==> config.mk <==
export PLATFORM = sky130hd
export DESIGN_NAME = age_matrix_scheduler
export DESIGN_NICKNAME = d
export VERILOG_FILES = /design/src/rtl/issue_pkg.sv /design/src/rtl/priority_encoder.sv /design/src/rtl/age_matrix_scheduler.sv
export SDC_FILE = /design/constraint.sdc
export NUM_CORES = 1
export LEC_CHECK = 0
export CORE_ASPECT_RATIO = 1.2
export CORE_MARGIN = 5
export CORE_UTILIZATION = 43
export CTS_CLUSTER_SIZE = 24
export DETAILED_ROUTE_END_ITERATION = 8
export PLACE_DENSITY = 0.74
export SLEW_MARGIN = 20
export SYNTH_ARGS = -nofsm -noshare
export SYNTH_HDL_FRONTEND = slang
export SYNTH_SLANG_ARGS = --single-unit
==> constraint.sdc <==
create_clock -name clk -period 1.7 [get_ports clk]
set_input_delay 0.34 -clock clk [delete_from_list [all_inputs] [get_ports clk]]
set_output_delay 0.34 -clock clk [all_outputs]
set_load 0.03 [all_outputs]
==> src/rtl/issue_pkg.sv <==
// Shared issue-queue sizing and the entry-index type used by issue_queue,
// issue_slot and the age-matrix scheduler.
package issue_pkg;

    localparam int IQ_DEPTH = 4;
    localparam int IQ_IDX_W = $clog2(IQ_DEPTH);

    typedef logic [IQ_IDX_W-1:0] iq_idx_t;

endpackage

==> src/rtl/priority_encoder.sv <==
// Lowest-index-wins priority encoder with both encoded and one-hot results.
module priority_encoder #(
    parameter int WIDTH = 4,
    parameter int IDX_W = $clog2(WIDTH)
) (
    input  logic [WIDTH-1:0] req,
    output logic             valid,
    output logic [IDX_W-1:0] idx,
    output logic [WIDTH-1:0] onehot
);

    // Walk from the top down so the lowest set bit is the last one written.
    always_comb begin
        valid  = |req;
        idx    = '0;
        onehot = '0;
        for (int i = WIDTH - 1; i >= 0; i--) begin
            if (req[i]) begin
                idx       = IDX_W'(i);
                onehot    = '0;
                onehot[i] = 1'b1;
            end
        end
    end

endmodule

==> src/rtl/age_matrix_scheduler.sv <==
// Age-matrix issue scheduler: allocates entries at the lowest free slot and
// grants the oldest entry whose request bit is set.
module age_matrix_scheduler
    import issue_pkg::*;
#(
    parameter int NUM_ENTRIES = IQ_DEPTH,
    parameter int IDX_W       = $clog2(NUM_ENTRIES)
) (
    input  logic                   clk,
    input  logic                   reset,
    input  logic                   flush,
    input  logic                   alloc_valid,
    output logic                   alloc_ready,
    output logic [IDX_W-1:0]       alloc_idx,
    input  logic [NUM_ENTRIES-1:0] request_mask,
    input  logic                   issue_ready,
    output logic                   grant_valid,
    output logic [NUM_ENTRIES-1:0] grant_onehot,
    output logic [IDX_W-1:0]       grant_idx,
    output logic [NUM_ENTRIES-1:0] entry_valid,
    output logic [IDX_W:0]         free_count,
    output logic                   full,
    output logic                   empty
);

    // age[i][j] = 1 means entry i was allocated before entry j.
    logic [NUM_ENTRIES-1:0] age [NUM_ENTRIES];

    logic [NUM_ENTRIES-1:0] eligible;
    logic [NUM_ENTRIES-1:0] oldest;
    logic [NUM_ENTRIES-1:0] free_slots;
    logic [NUM_ENTRIES-1:0] alloc_onehot;
    logic [NUM_ENTRIES-1:0] oldest_onehot;
    logic [IDX_W-1:0]       oldest_idx;
    logic                   free_any;
    logic                   oldest_any;
    logic [IDX_W:0]         valid_count;
    logic                   alloc_fire;
    logic                   issue_fire;

    assign free_slots = ~entry_valid;

    priority_encoder #(
        .WIDTH (NUM_ENTRIES),
        .IDX_W (IDX_W)
    ) alloc_enc (
        .req    (free_slots),
        .valid  (free_any),
        .idx    (alloc_idx),
        .onehot (alloc_onehot)
    );

    always_comb begin
        valid_count = '0;
        for (int i = 0; i < NUM_ENTRIES; i++) begin
            valid_count = valid_count + (IDX_W+1)'(entry_valid[i]);
        end
    end

    assign free_count  = (IDX_W+1)'(NUM_ENTRIES) - valid_count;
    assign full        = ~free_any;
    assign empty       = (free_count == (IDX_W+1)'(NUM_ENTRIES));
    assign alloc_ready = ~full;

    // An eligible entry is oldest when no other eligible entry is older than it.
    always_comb begin
        eligible = entry_valid & request_mask;
        oldest   = '0;
        for (int i = 0; i < NUM_ENTRIES; i++) begin
            oldest[i] = eligible[i];
            for (int j = 0; j < NUM_ENTRIES; j++) begin
                if (eligible[j] && age[j][i]) begin
                    oldest[i] = 1'b0;
                end
            end
        end
    end

    priority_encoder #(
        .WIDTH (NUM_ENTRIES),
        .IDX_W (IDX_W)
    ) grant_enc (
        .req    (oldest),
        .valid  (oldest_any),
        .idx    (oldest_idx),
        .onehot (oldest_onehot)
    );

    assign grant_valid  = oldest_any & ~flush;
    assign grant_onehot = grant_valid ? oldest_onehot : '0;
    assign grant_idx    = grant_valid ? oldest_idx : '0;

    assign alloc_fire = alloc_valid & alloc_ready & ~flush;
    assign issue_fire = grant_valid & issue_ready;

    // The issued slot and the allocated slot can never coincide: one is valid,
    // the other free. A freed row/column is rewritten on its next allocation.
    always_ff @(posedge clk) begin
        if (reset || flush) begin
            entry_valid <= '0;
            for (int i = 0; i < NUM_ENTRIES; i++) begin
                age[i] <= '0;
            end
        end else begin
            if (issue_fire) begin
                entry_valid[grant_idx] <= 1'b0;
            end
            if (alloc_fire) begin
                entry_valid[alloc_idx] <= 1'b1;
                age[alloc_idx]         <= '0;
                for (int i = 0; i < NUM_ENTRIES; i++) begin
                    if (IDX_W'(i) != alloc_idx) begin
                        age[i][alloc_idx] <= entry_valid[i];
                    end
                end
            end
        end
    end

endmodule

==> results.json <==
{
  "outcome": "finished, violations left",
  "violations": "setup timing",
  "grt_max_degree": 14,
  "htree_levels": 1,
  "grt_pass1_wl_mm": 5.69,
  "clock_latency_ps": 310,
  "clk_pin_slew_ps": 110,
  "hp-class": "flip-flop to flip-flop",
  "fin_tns_setup_ps": -4150,
  "hold-worst-slack_ps": 440,
  "start_util_pct": 44.3,
  "multi_input_area_um2": 842,
  "clock-skew-final_ps": 6.49,
  "dp_cells": 208,
  "slew_violations": 0,
  "reg2reg_to": "entry_valid[1]",
  "yosysTopAreaCellShare_pct": 36.1,
  "fin_crit_sh_pct": 136,
  "initialDrtViolationCount": 54,
  "ys_seq_elements": 20,
  "diodes": 0,
  "drt-total-wl_mm": 3.64,
  "finalCriticalPeriod_ps": 2310,
  "cts_buffer_depth": 2,
  "syn_area_mm2": 0.00111,
  "clock.fmax_mhz": 433,
  "syn_nets": 143,
  "fin_nets": 204,
  "crit_required_ps": 1360,
  "io_pins": 28,
  "power_leakage_uw": 0.000801,
  "die_w_um": 56.4,
  "hold_path_depth": 2,
  "ant_nets": 0,
  "syn_avg_cell_area_um2": 8.47,
  "fin_ws_ps": -609,
  "vias_per_cell": 5.57,
  "antenna_found_initial": 0,
  "core_mm2": 0.00250,
  "hold_viol_final": 0,
  "end_kind": "output port",
  "cts_inserted_buffers": 3,
  "drtPass1Iterations": 4,
  "utilization_pct": 77.1,
  "slew_headroom_pct": 75.8,
  "min-delay-start": "age[1][1]",
  "fillers": 164,
  "place_hpwl_mm": 2.46,
  "grt_pass1_vias": 1179,
  "ys_warn_count": 0,
  "synthCells": 131,
  "rows": 20,
  "setup_violations": 13,
  "port_buffers": 27,
  "drive_gt1_share_pct": 48.2,
  "rsz0062_at_grt": "true",
  "critPathMaxFanout": 2,
  "grt_use_total_pct": 19.8,
  "reg2reg_depth": 9,
  "max_cap_violations": 0,
  "area_growth_pct": 74.0,
  "yosys-top-cells-area": "dfxtp_1 36%, nand3_1 6.8%, nand2_1 4.4%",
  "yosysSeqAreaShare_pct": 36.1,
  "holdPathEnd": "age[1][1]",
  "worstMarginPinSlew_ps": 362,
  "grt_overflow_total": 0,
  "die_h_um": 65.7,
  "finalNonFillerCells": 224,
  "max-vdd-ir-drop_uv": 550,
  "die_area_mm2": 0.00370,
  "avgRoutedWirePerCell_um": 16.3,
  "yosys.area.top_type": "dfxtp_1",
  "clkSinkCount": 20,
  "startpoint_type": "flip-flop",
  "power.density_mw_per_mm2": 459,
  "yosysUniqueCellTypes": 38,
  "cts_tree": "done",
  "gp_congestion": 0.853,
  "seqCellArea_um2": 413,
  "timing_worst_setup_path_type": "flip-flop to output port",
  "root_buffer": "clkbuf_4",
  "ff2ff_setup_slack_ps": -80,
  "vias": 1247,
  "drc": 0,
  "r2r_start": "entry_valid[1]",
  "arrival_ps": 1970
}
==> synthesized netlist by cell type <==
cell type	n
o21ai_0	4
a31o_2	1
a21oi_1	9
or2_4	1
inv_1	7
a2bb2oi_1	2
a21oi_2	2
buf_2	2
nor2b_1	5
nor3b_1	2
and4bb_4	1
a41oi_2	1
a211oi_1	1
and2_1	1
and2b_1	1
and4b_4	1
nor3_1	4
buf_4	3
or2_1	1
fa_1	1
nand4_4	1
a31oi_1	1
a21boi_0	2
a22oi_1	1
nand2b_4	1
nand4b_1	1
and3_1	2
ha_1	2
nand3_1	15
nand2_1	13
and4_1	1
dfxtp_1	20
and3b_1	4
nor4b_1	1
nor2_1	11
nand3b_1	1
nand4_1	3
nor3b_4	1
==> area by class of cell <==
type                            count  area share [%]
Clock buffer                        4            1.36
Inverter                            7            1.36
Multi-Input combinational cell     99            43.6
Sequential cell                    20            21.4
Tap cell                           33            2.14
Timing Repair Buffer               61            30.1
==> worst max path at each step <==
stage	startpoint	endpoint	slack (ps)	cells after the start
floorplan	entry_valid[1]	empty	-360	5
global placement	request_mask[3]	grant_valid	-440	7
detailed placement	request_mask[3]	grant_valid	-480	7
CTS	entry_valid[1]	empty	-630	6
global route	entry_valid[1]	empty	-680	6
finish	entry_valid[1]	empty	-610	6
==> kinds of logic after synthesis <==
logic type,count (synthesis),share of synthesized area (%)
compound gates,24,14.5
simple gates,72,40.0
flops,20,36.1
fa+ha+maj,3,4.06
buf+inv,12,5.30
==> layout by cell type, fill, tap and decap left out, types with 3 or more instances in the layout <==
cell             Yosys  routed
buf_6                0      18
nor3_1               4       4
a21oi_2              2       3
nand3_4              0       4
clkdlybuf4s50_1      0       3
dfxtp_1             20      16
a21oi_1              9       7
clkbuf_4             0       3
nor2_1              11       8
nor2b_1              5       3
buf_4                3      27
o21ai_0              4       4
dlygate4sd2_1        0       6
nand3_1             15       9
nand4_1              3       3
inv_1                7       5
nand2_1             13      11
dfxtp_4              0       3
nor2_2               0       3
and3b_1              4       3
==> state kept, by name, summed over array words and instances, names as in the netlist <==
register and flops:
age 16, entry_valid 4
==> critical path, cell delays in order, from the launching register on <==
cell,delay [ps]
dfxtp_4,370
fa_1,540
inv_2,50
ha_4,150
ha_4,220
nor3b_4,170
buf_6,150
==> per-layer routing <==
layer	vias to the layer above	share of wire [%]	track usage, %
met5	-	0	0
met4	0	2.7	8.31
met3	12	6.5	3.34
met2	65	51	35.8
met1	583	39	23.0
li1	587	-	-
==> per-stage QoR <==
| stage | setup WS, ps | power (µW) | area, µm² |
|---|---|---|---|
| floorplan | -361 | 567 | 1210 |
| finish | -609 | 887 | 1930 |
| global placement | -441 | 635 | 1620 |
| global route | -679 | 930 | 1930 |
| CTS | -626 | 885 | 1810 |
| detailed placement | -481 | 637 | 1620 |
==> timing repair <==
item                                    4_1_cts  5_1_grt
endpoints found under the setup margin       17       17
hold buffers                                  0        0
buffers inserted                              7        8
resized for setup                            49       19
pin swaps                                     8       10
==> where the power goes <==
group	leakage, µW	internal, µW	switching (µW)
clock network	0.0000150	91.8	151
registers	0.000164	468	5.15
logic	0.000622	82.0	88.6
Note: power is estimated with default switching activity, not from simulation.
